<file path="config.mk">
export PLATFORM = sky130hd
export DESIGN_NAME = alu_exec
export DESIGN_NICKNAME = d
export VERILOG_FILES = /design/src/rtl/alu_exec_pkg.sv /design/src/rtl/alu_exec_shifter.sv /design/src/rtl/alu_exec.sv
export SDC_FILE = /design/constraint.sdc
export NUM_CORES = 1
export LEC_CHECK = 0
export ABC_CLOCK_PERIOD_IN_PS = 3600
export BUFFER_PORTS_ARGS = -buffer_cell sky130_fd_sc_hd__buf_2
export CAP_MARGIN = 10
export CORE_ASPECT_RATIO = 0.9
export CORE_MARGIN = 2
export CORE_UTILIZATION = 45
export CTS_BUF_LIST = sky130_fd_sc_hd__clkbuf_4
export DETAILED_ROUTE_END_ITERATION = 8
export HOLD_SLACK_MARGIN = 0.12
export PLACE_DENSITY = 0.72
export SKIP_LAST_GASP = 1
export SYNTH_ARGS = -nofsm -noshare
export SYNTH_HDL_FRONTEND = slang
export SYNTH_SLANG_ARGS = --single-unit
</file>
<file path="constraint.sdc">
create_clock -name clk -period 3.6 [get_ports clk]
set_clock_uncertainty 0.1 [all_clocks]
set_input_delay 0.36 -clock clk [delete_from_list [all_inputs] [get_ports clk]]
set_output_delay 0.36 -clock clk [all_outputs]
set_load 0.02 [all_outputs]
</file>
<file path="src/rtl/alu_exec_pkg.sv">
// Shared ALU definitions: ControlResult bit indices, op width, FSM states, datapath width.
// ST_MUL exists only when ALU_EXEC_MUL_EN is defined; used by alu_exec and the ALU control stage.
package alu_exec_pkg;

    localparam int ALU_XLEN = 32;
    localparam int OP_W     = 11;

    localparam int OP_ADD   = 0;
    localparam int OP_SUB   = 1;
    localparam int OP_SLL   = 2;
    localparam int OP_SLT   = 3;
    localparam int OP_SLTU  = 4;
    localparam int OP_XOR   = 5;
    localparam int OP_SRL   = 6;
    localparam int OP_SRA   = 7;
    localparam int OP_OR    = 8;
    localparam int OP_AND   = 9;
    localparam int OP_PASSB = 10;

    typedef enum logic [1:0] {
        IDLE  = 2'd0,
        SHIFT = 2'd1,
`ifdef ALU_EXEC_MUL_EN
        MUL   = 2'd2,
`endif
        DONE  = 2'd3
    } state_e;

    typedef enum logic [1:0] {
        SH_SLL = 2'd0,
        SH_SRL = 2'd1,
        SH_SRA = 2'd2
    } sh_kind_e;

    function automatic logic is_onehot(input logic [OP_W-1:0] v);
        return (v != '0) && ((v & (v - 1'b1)) == '0);
    endfunction

    // Single-cycle result; shift ops only reach here with a zero shift amount.
    function automatic logic [ALU_XLEN-1:0] alu_single(input logic [OP_W-1:0]     op,
                                                       input logic [ALU_XLEN-1:0] a,
                                                       input logic [ALU_XLEN-1:0] b);
        logic [ALU_XLEN-1:0] r;
        r = '0;
        case (1'b1)
            op[OP_ADD]:   r = a + b;
            op[OP_SUB]:   r = a - b;
            op[OP_SLT]:   r = {{(ALU_XLEN-1){1'b0}}, ($signed(a) < $signed(b))};
            op[OP_SLTU]:  r = {{(ALU_XLEN-1){1'b0}}, (a < b)};
            op[OP_XOR]:   r = a ^ b;
            op[OP_OR]:    r = a | b;
            op[OP_AND]:   r = a & b;
            op[OP_PASSB]: r = b;
            op[OP_SLL],
            op[OP_SRL],
            op[OP_SRA]:   r = a;
            default:      r = '0;
        endcase
        return r;
    endfunction

endpackage

</file>
<file path="src/rtl/alu_exec_shifter.sv">
// Iterative one-bit-per-cycle shifter with down-counter; load captures operand and amount.
// last is high during the final step; shifted is the value after the current step.
module alu_exec_shifter
    import alu_exec_pkg::*;
#(
    parameter int XLEN = ALU_XLEN
) (
    input  logic            clk,
    input  logic            rst,
    input  logic            load,
    input  logic            step,
    input  logic [1:0]      kind,
    input  logic [4:0]      shamt,
    input  logic [XLEN-1:0] din,
    output logic [XLEN-1:0] shifted,
    output logic            last
);

    logic [XLEN-1:0] data;
    logic [4:0]      cnt;
    logic [1:0]      kind_q;

    always_comb begin
        case (kind_q)
            SH_SLL:  shifted = {data[XLEN-2:0], 1'b0};
            SH_SRL:  shifted = {1'b0, data[XLEN-1:1]};
            default: shifted = {data[XLEN-1], data[XLEN-1:1]};
        endcase
    end

    assign last = (cnt == 5'd1);

    always_ff @(posedge clk) begin
        if (rst) begin
            data   <= '0;
            cnt    <= '0;
            kind_q <= SH_SLL;
        end else if (load) begin
            data   <= din;
            cnt    <= shamt;
            kind_q <= kind;
        end else if (step && cnt != 5'd0) begin
            data <= shifted;
            cnt  <= cnt - 5'd1;
        end
    end

endmodule

</file>
<file path="src/rtl/alu_exec.sv">
// ALU execute stage: single-cycle ops in 1 cycle, shifts in 1+shamt, optional multiply (ALU_EXEC_MUL_EN) in 33.
// Valid/ready both sides; result held in DONE until OutReady, new op accepted in the same cycle it drains.
module alu_exec
    import alu_exec_pkg::*;
#(
    parameter int XLEN = ALU_XLEN
) (
    input  logic             clk,
    input  logic             rst,
    input  logic             InValid,
    output logic             InReady,
    input  logic [OP_W-1:0]  ControlResult,
    input  logic             IsMul,
    input  logic [XLEN-1:0]  OpA,
    input  logic [XLEN-1:0]  OpB,
    output logic             OutValid,
    input  logic             OutReady,
    output logic [XLEN-1:0]  Result,
    output logic             Zero,
    output logic             Illegal
);

    state_e          state;
    logic            accept;
    logic            legal;
    logic            is_shift;
    logic            sh_load;
    logic [1:0]      sh_kind;
    logic [XLEN-1:0] single_res;
    logic [XLEN-1:0] sh_shifted;
    logic            sh_last;

    assign InReady = !rst && ((state == IDLE) || (state == DONE && OutReady));
    assign accept  = InValid && InReady;

    // IsMul overrides ControlResult; without the multiplier it decodes as illegal.
    assign legal      = !IsMul && is_onehot(ControlResult);
    assign is_shift   = ControlResult[OP_SLL] | ControlResult[OP_SRL] | ControlResult[OP_SRA];
    assign sh_load    = accept && legal && is_shift && (OpB[4:0] != 5'd0);
    assign sh_kind    = ControlResult[OP_SLL] ? SH_SLL : (ControlResult[OP_SRL] ? SH_SRL : SH_SRA);
    assign single_res = legal ? alu_single(ControlResult, OpA, OpB) : '0;

    alu_exec_shifter #(.XLEN(XLEN)) u_shifter (
        .clk     (clk),
        .rst     (rst),
        .load    (sh_load),
        .step    (state == SHIFT),
        .kind    (sh_kind),
        .shamt   (OpB[4:0]),
        .din     (OpA),
        .shifted (sh_shifted),
        .last    (sh_last)
    );

`ifdef ALU_EXEC_MUL_EN
    logic [XLEN-1:0] mul_acc;
    logic [XLEN-1:0] mul_mcand;
    logic [XLEN-1:0] mul_mplier;
    logic [4:0]      mul_cnt;
    logic [XLEN-1:0] mul_sum;

    assign mul_sum = mul_acc + (mul_mplier[0] ? mul_mcand : '0);
`endif

    always_ff @(posedge clk) begin
        if (rst) begin
            state    <= IDLE;
            OutValid <= 1'b0;
            Result   <= '0;
            Zero     <= 1'b0;
            Illegal  <= 1'b0;
`ifdef ALU_EXEC_MUL_EN
            mul_acc    <= '0;
            mul_mcand  <= '0;
            mul_mplier <= '0;
            mul_cnt    <= '0;
`endif
        end else begin
            case (state)
                IDLE, DONE: begin
                    if (accept) begin
`ifdef ALU_EXEC_MUL_EN
                        if (IsMul) begin
                            state      <= MUL;
                            OutValid   <= 1'b0;
                            mul_acc    <= '0;
                            mul_mcand  <= OpA;
                            mul_mplier <= OpB;
                            mul_cnt    <= 5'd31;
                        end else
`endif
                        if (sh_load) begin
                            state    <= SHIFT;
                            OutValid <= 1'b0;
                        end else begin
                            state    <= DONE;
                            OutValid <= 1'b1;
                            Result   <= single_res;
                            Zero     <= (single_res == '0);
                            Illegal  <= !legal;
                        end
                    end else if (state == DONE && OutReady) begin
                        state    <= IDLE;
                        OutValid <= 1'b0;
                    end
                end
                SHIFT: begin
                    if (sh_last) begin
                        state    <= DONE;
                        OutValid <= 1'b1;
                        Result   <= sh_shifted;
                        Zero     <= (sh_shifted == '0);
                        Illegal  <= 1'b0;
                    end
                end
`ifdef ALU_EXEC_MUL_EN
                // Unsigned shift-add, one multiplier bit per cycle, low word kept.
                MUL: begin
                    mul_acc    <= mul_sum;
                    mul_mcand  <= {mul_mcand[XLEN-2:0], 1'b0};
                    mul_mplier <= {1'b0, mul_mplier[XLEN-1:1]};
                    if (mul_cnt == 5'd0) begin
                        state    <= DONE;
                        OutValid <= 1'b1;
                        Result   <= mul_sum;
                        Zero     <= (mul_sum == '0);
                        Illegal  <= 1'b0;
                    end else begin
                        mul_cnt <= mul_cnt - 5'd1;
                    end
                end
`endif
                default: begin
                    state    <= IDLE;
                    OutValid <= 1'b0;
                end
            endcase
        end
    end

endmodule

</file>
Word level (Yosys, flattened, before mapping). Index checks and enable logic that the tools add are counted. W data, S select, Z words.

Add/subtract/negate cells: 4. Order comparisons: 2. Equality and inequality tests: 8. Mux-type cells: 39. Bitwise gates (word level): 6. Reductions and logical operators: 27.

Operator list (count): $mux W32 (15); $pmux W32 S2 (2); $logic_not A32 Y1 (2); $lt A32 B32 Y1 (2); $add A32 B32 Y32 (1); $and A32 B32 Y32 (1); $or A32 B32 Y32 (1); $sub A32 B32 Y32 (1); $xor A32 B32 Y32 (1); $mux W2 (6); $and A11 B11 Y11 (1); $logic_not A11 Y1 (1); $reduce_bool A11 Y1 (1); $sub A11 B1 Y11 const B (1); $mux W1 (10); $mux W5 (2); $reduce_bool A5 Y1 (2); $logic_and A1 B1 Y1 (9); $ne A2 B2 Y1 const B (3); $pmux W1 S2 (3); $eq A5 B1 Y1 const B (1); $sub A5 B1 Y5 const B (1); $eq A2 B1 Y1 const B (2); $logic_not A2 Y1 (2); 11 further kinds (15).

Register bits: 76.

Longest topological paths before layout.
Word-level depth: 15. Mapped depth: 15. Gate-level depth less buffers: 15.

By module. From an unflattened synthesis, not the netlist that was laid out.

Cell total of the unflattened synthesis: 1609. Area total of the unflattened synthesis: 11407.2 um^2.

Modules (own cells, without submodules): alu_exec (instances 1, cells an instance 1264, area an instance 8692.1 um^2, seq. area each 720.7 um^2); alu_exec_shifter (instances 1, cells an instance 345, area an instance 2715.1 um^2, seq. area each 780.7 um^2).

Least setup slack after synthesis. No wires, ideal clock.

Path type: input-to-reg. Start point: input OpA[0]. End point: register Result[30]. Arrival: 3.626 ns. Path slack: -0.206 ns. Stages: 15. Path buffers: 0. Cell sequence: inv_1 ha_1 inv_1 fa_1 nor2b_2 o311ai_2 a211oi_4 a211oi_4 o211ai_2 a31o_1 a31oi_1 mux2_1 a221o_1 mux2_2 a211oi_2.

Cells in the longest elaborated chain, start to end: 7. Elaborated cells on any way between the ends: 8.

RTL lines: start, declared (line alu_exec.sv:14) `input logic [XLEN-1:0] OpA,`; $sub A32 B32 Y32 (line alu_exec_pkg.sv:47) `op[OP_SUB]: r = a - b;`; $mux W32 (line alu_exec_pkg.sv:45) `case (1'b1)`; $mux W32 * (line alu_exec_pkg.sv:45); $mux W32 * (line alu_exec.sv:41) `assign single_res = legal ? alu_single(ControlResult, OpA, OpB) : '0;`; $mux W32 * (line alu_exec.sv:92) `if (sh_load) begin`; $mux W32 * (line alu_exec.sv:81) `if (accept) begin`; $pmux W32 S2 * (line alu_exec.sv:79) `case (state)`; end signal, assigned (line alu_exec.sv:98) `Result <= single_res;`; end signal, assigned (line alu_exec.sv:111) `Result <= sh_shifted;`; end, declared (line alu_exec.sv:18) `output logic [XLEN-1:0] Result,`.

Every way passes the cells marked *; elsewhere a longest branch is shown, timed or not. The select of a mux whose other input is x is not followed. A chain may end at the register's enable or synchronous reset.

Worst setup path after layout.
Start point: input OpB[1]. End point: register Zero.

Cells in the longest elaborated chain, start to end: 13. Elaborated cells on any way between the ends: 24.

RTL lines: start, declared (line alu_exec.sv:15) `input logic [XLEN-1:0] OpB,`; parallel branches: the longest is 13 deep, another holds $lt A32 B32 Y1; end signal, assigned (line alu_exec.sv:99) `Zero <= (single_res == '0);`; end signal, assigned (line alu_exec.sv:112) `Zero <= (sh_shifted == '0);`; end, declared (line alu_exec.sv:19) `output logic Zero,`.

Parallel ways; which one is timed is not known. The select of a mux whose other input is x is not followed.

==> flow_summary.html <==
<table>
<tr><th>Metric</th><th>Value</th></tr>
<tr><th colspan="2">Outcome</th></tr>
<tr><td>Result of the run</td><td>completed</td></tr>
<tr><th colspan="2">Timing</th></tr>
<tr><td>Worst max-slew margin expressed relative to the limit</td><td>44.9%</td></tr>
<tr><td>Final total negative setup slack</td><td>0 ns</td></tr>
<tr><td>Clock period minus final worst setup slack</td><td>3.48 ns</td></tr>
<tr><td>Final setup violating endpoints</td><td>0</td></tr>
<tr><td>WHS</td><td>0.134 ns</td></tr>
<tr><td>Final count of hold timing violations</td><td>0</td></tr>
<tr><td>Number of pins exceeding their max-slew limit in the final report</td><td>0</td></tr>
<tr><td>RSZ-0062 raised after global routing</td><td>no</td></tr>
<tr><td>Period Utilization, post-route</td><td>96.6%</td></tr>
<tr><td>Maximum achievable frequency</td><td>287 MHz</td></tr>
<tr><td>Worst-margin pin slew</td><td>0.827 ns</td></tr>
<tr><th colspan="2">Setup path</th></tr>
<tr><td>Slowest CP cell</td><td>a221oi_4</td></tr>
<tr><td>Capture instance of the worst register-to-register path</td><td>Zero</td></tr>
<tr><td>Critical path peak fanout</td><td>2</td></tr>
<tr><td>CP most frequent cell</td><td>buf_4</td></tr>
<tr><td>Data required, critical path</td><td>3.88 ns</td></tr>
<tr><td>Class of the most critical setup path</td><td>input port to flop</td></tr>
<tr><td>Critical Path Start Type</td><td>input port</td></tr>
<tr><td>Data arrival time of the worst path</td><td>3.76 ns</td></tr>
<tr><td>Maximum single-stage delay on the critical path</td><td>0.36 ns</td></tr>
<tr><td>Reg-to-reg critical path startpoint</td><td>OutValid</td></tr>
<tr><td>Slack of the worst reg-to-reg path</td><td>0.65 ns</td></tr>
<tr><td>Endpoint kind of the worst setup timing path</td><td>flop</td></tr>
<tr><td>R2r worst-path depth</td><td>13</td></tr>
<tr><td>Crit-path cells</td><td>buf_2 &gt; inv_1 &gt; ha_1 &gt; nor3_1 &gt; buf_4 &gt; o311ai_1 &gt; buf_4 &gt; a31oi_1 &gt; a211oi_2 &gt; buf_4 &gt; o31ai_1 &gt; buf_4 &gt; a221oi_4 &gt; xnor2_1 &gt; o221ai_1 &gt; a211o_1 &gt; nor4_1 &gt; a31o_1</td></tr>
<tr><th colspan="2">Synthesis</th></tr>
<tr><td>Post-synthesis cell count</td><td>1419</td></tr>
<tr><td>Portion of netlist area occupied by mux cells</td><td>4.66%</td></tr>
<tr><td>Compound-gate portion of the synthesized area</td><td>34.1%</td></tr>
<tr><td>Count of flip-flops with a built-in enable after synthesis</td><td>0</td></tr>
<tr><td>Avg Synthesized Cell Area</td><td>7.09 um^2</td></tr>
<tr><td>Post-Synthesis Cell Area</td><td>0.0101 mm^2</td></tr>
<tr><td>Post-synthesis share of cell area spent on xor and xnor gates</td><td>3.83%</td></tr>
<tr><td>Flip-flop cell with the highest count after synthesis</td><td>dfxtp_1</td></tr>
<tr><td>Adder-cell share of the synthesized area</td><td>14.1%</td></tr>
<tr><td>Async set-reset flop share out of synthesis</td><td>0%</td></tr>
<tr><td>Fraction of the mapped netlist area in simple logic gates</td><td>19.5%</td></tr>
<tr><td>Synthesized net count</td><td>1611</td></tr>
<tr><td>Main combinational cell family by area after synthesis</td><td>compound AO/OA/AOI/OAI gates</td></tr>
<tr><td>Flop and latch count out of synthesis</td><td>75</td></tr>
<tr><td>Unique masters post-synth</td><td>87</td></tr>
<tr><td>Number of warning messages in the yosys log</td><td>0</td></tr>
<tr><td>Proportion of synthesized chip area in sequential cells</td><td>14.9%</td></tr>
<tr><th colspan="2">Final layout</th></tr>
<tr><td>Area used by multi-input combinational logic</td><td>0.00777 mm^2</td></tr>
<tr><td>Number of fill cells</td><td>2156</td></tr>
<tr><td>Area added between synthesis and finish</td><td>24.6%</td></tr>
<tr><td>Most common library cell in the layout ignoring fill and taps</td><td>buf_4</td></tr>
<tr><td>Area used by sequential logic in the layout</td><td>0.00150 mm^2</td></tr>
<tr><td>Top library cells by usage in the layout, fill and taps aside</td><td>buf_4, nor2_1, a21oi_1</td></tr>
<tr><td>Share of final-layout standard cells stronger than drive strength 1</td><td>24.7%</td></tr>
<tr><td>Nets</td><td>1872</td></tr>
<tr><th colspan="2">Power and ir drop</th></tr>
<tr><td>Leakage power</td><td>5.79 nW</td></tr>
<tr><td>Switching part of the total power</td><td>43.2%</td></tr>
<tr><td>Total power of the final layout</td><td>3.16 mW</td></tr>
<tr><td>Proportion of power drawn by the clock network</td><td>16.0%</td></tr>
<tr><td>Flop pwr share</td><td>29.0%</td></tr>
<tr><td>Peak supply drop</td><td>0.168 mV</td></tr>
<tr><td>Power Density</td><td>252 mW/mm^2</td></tr>
<tr><td>Switching power of the nets</td><td>1.37 mW</td></tr>
<tr><td>Internal Pwr Total</td><td>1.80 mW</td></tr>
<tr><td>Combinational cell fraction of total power</td><td>55.0%</td></tr>
<tr><th colspan="2">Clock tree</th></tr>
<tr><td>TritonCTS clock tree</td><td>built</td></tr>
<tr><td>Total clock sinks</td><td>75</td></tr>
<tr><td>Buffer cell driving the clock tree root</td><td>clkbuf_4</td></tr>
<tr><td>CTS H-tree lvls</td><td>3</td></tr>
<tr><td>Max Buffers Root-to-Sink</td><td>2</td></tr>
<tr><td>Clock Latency Late Sink</td><td>0.43 ns</td></tr>
<tr><td>Total clock buffers created by CTS</td><td>9</td></tr>
<tr><td>Clock-pin slew on the worst setup and hold paths</td><td>0.12 ns</td></tr>
<tr><th colspan="2">Hold path</th></tr>
<tr><td>Class of the tightest hold or removal check</td><td>input port to flop</td></tr>
<tr><td>Min-Delay Endpoint</td><td>u_shifter.data[27]</td></tr>
<tr><td>Hold Crit Start</td><td>OpA[27]</td></tr>
<tr><td>Worst hold path stage count</td><td>3</td></tr>
<tr><th colspan="2">Floorplanning</th></tr>
<tr><td>Width of the die</td><td>162 um</td></tr>
<tr><td>Standard-cell row count</td><td>51</td></tr>
<tr><td>Core area</td><td>0.0218 mm^2</td></tr>
<tr><td>Initial core utilization</td><td>46.1%</td></tr>
<tr><td>Die Y</td><td>146 um</td></tr>
<tr><td>Die footprint</td><td>0.0236 mm^2</td></tr>
<tr><td>Number of top-level design ports</td><td>116</td></tr>
<tr><th colspan="2">Global route</th></tr>
<tr><td>Vias in the first global route</td><td>11579</td></tr>
<tr><td>Met1 Track Usage GR</td><td>46.7%</td></tr>
<tr><td>Overall fraction of global-route tracks in use</td><td>34.0%</td></tr>
<tr><td>Initial antenna violation count</td><td>1</td></tr>
<tr><td>Largest net degree at the start of global routing</td><td>77</td></tr>
<tr><td>Met2 Resource Use GR</td><td>54.0%</td></tr>
<tr><td>Routing usage on met3</td><td>5.39%</td></tr>
<tr><td>Remaining Overflow, GRT</td><td>0</td></tr>
<tr><td>Most heavily used metal layer in global routing</td><td>met2</td></tr>
<tr><td>Global-route wire length before repair</td><td>64000 um</td></tr>
<tr><th colspan="2">Detailed routing</th></tr>
<tr><td>Pre-antenna DRT Iters</td><td>7</td></tr>
<tr><td>Vias post-DR</td><td>12152</td></tr>
<tr><td>Antenna Nets Post-Route</td><td>0</td></tr>
<tr><td>Residual DRC</td><td>0</td></tr>
<tr><td>Detailed Route Iter0 Violations</td><td>1650</td></tr>
<tr><td>Final routed wirelength across all metal layers</td><td>41000 um</td></tr>
<tr><td>Average via count per standard cell</td><td>6.15</td></tr>
<tr><td>WL per Instance</td><td>20.7 um</td></tr>
<tr><th colspan="2">Job</th></tr>
<tr><td>Number of max-capacitance violations reported</td><td>0</td></tr>
<tr><th colspan="2">Placed design</th></tr>
<tr><td>Port Buffers</td><td>115</td></tr>
<tr><td>HPWL after detailed placement</td><td>32600 um</td></tr>
<tr><td>Final GP Congestion</td><td>1.02</td></tr>
</table>
[cell usage after synthesis, types with 7 or more instances]
| cell type | number | share of area, % |
|---|---|---|
| a221o_1 | 15 | 1.5 |
| nor2b_1 | 7 | 0.44 |
| nor2_1 | 197 | 7.3 |
| nor3_1 | 44 | 2.2 |
| a31oi_1 | 21 | 1.3 |
| a21o_1 | 16 | 1.2 |
| clkbuf_8 | 8 | 1.1 |
| clkbuf_1 | 66 | 2.5 |
| mux2i_1 | 39 | 3.9 |
| a221oi_1 | 27 | 2.3 |
| o31ai_1 | 25 | 1.9 |
| o211ai_1 | 16 | 1.2 |
| o21ai_0 | 67 | 3.3 |
| nand4_1 | 13 | 0.81 |
| buf_1 | 8 | 0.30 |
| nand3_1 | 20 | 0.99 |
| dfxtp_1 | 75 | 15 |
| inv_1 | 97 | 3.6 |
| buf_2 | 17 | 0.85 |
| ha_1 | 110 | 14 |
| nand2b_1 | 10 | 0.62 |
| xnor2_1 | 38 | 3.3 |
| nand2_1 | 90 | 3.4 |
| a211oi_1 | 56 | 4.2 |
| a2111oi_0 | 13 | 1.1 |
| or3_1 | 8 | 0.50 |
| a21oi_1 | 159 | 7.9 |
| nor4_1 | 21 | 1.3 |
[how the worst max path moves through the flow]
| stage | from | end | slack [ns] | cells after the start |
|---|---|---|---|---|
| after detailed placement | OpB[1] | Zero | -0.30 | 18 |
| final | OpB[1] | Zero | 0.12 | 18 |
| after floorplan | OpA[0] | Result[30] | 0.002 | 15 |
| after CTS | OpB[1] | Zero | 0.14 | 18 |
| after global placement | OpB[1] | Zero | -0.33 | 18 |
| after global routing | OpB[10] | Zero | 0.02 | 17 |
[routing by layer]
layer / up-vias / part of all wire [%] / routed length (um)
met5: - / 0 / 0
met4: 0 / 3.7 / 1500
met3: 93 / 9.1 / 3720
met2: 637 / 45 / 18300
met1: 5713 / 43 / 17500
li1: 5709 / - / -
[flip-flops by register name, indices dropped and copies added, names as in the netlist]
register,cells
u_shifter.kind_q,2
state,1
OutValid,1
u_shifter.data,32
u_shifter.cnt,5
Result,32
Illegal,1
Zero,1
[final cells by class]
type	count	area share [%]
antenna	1	0.0200
clock buffer	9	0.539
clock inverter	7	0.469
inverter	101	3.06
multi-input combinational	1139	61.9
sequential	75	12.0
tap	291	2.90
timing repair buffer	354	19.1
[what timing repair did]
| action | CTS | global route |
|---|---|---|
| hold endpoints to repair | 0 | 0 |
| setup endpoints to repair | 0 | 2 |
| buffers inserted | 0 | 0 |
| gates resized for setup | 0 | 4 |
| hold buffers | 0 | 0 |
[metrics by stage]
step	setup slack, ns	cell area, um^2	utilization, %	instances
final	0.121	12500	57.5	1977
after global routing	0.0170	12500	57.5	1977
after CTS	0.136	12500	57.3	1976
after detailed placement	-0.297	12400	56.8	1960
after global placement	-0.325	12400	56.8	1960
after floorplan	0.00193	10100	-	1419
[critical path: cells and delay by family]
kind	cells	cell delay, ns
AOI/OAI and AO/OA	8	1.80
buffers and inverters	6	0.78
and+or+nand+nor	2	0.37
adders and majority gates	1	0.31
xor gates and xnor gates	1	0.16
[cell families (layout without fill, tap and decap cells)]
group,count (synthesis),after routing
AO/OA/AOI/OAI,500,500
XOR/XNOR,44,44
adder cells (fa/ha/maj),112,112
buffers and inverters,205,471
flip-flops,75,75
multiplexers,46,46
other,0,1
AND/OR/NAND/NOR,437,437
[power groups by stage]
stage,sequential [mW],combinational [mW],clock [mW]
final,0.916,1.74,0.507
after CTS,0.914,1.70,0.511
after global placement,0.933,1.67,0
after floorplan,0.984,0.939,0
after detailed placement,0.933,1.69,0
after global routing,0.921,1.87,0.552
Note: power is estimated with default switching activity, not from simulation.
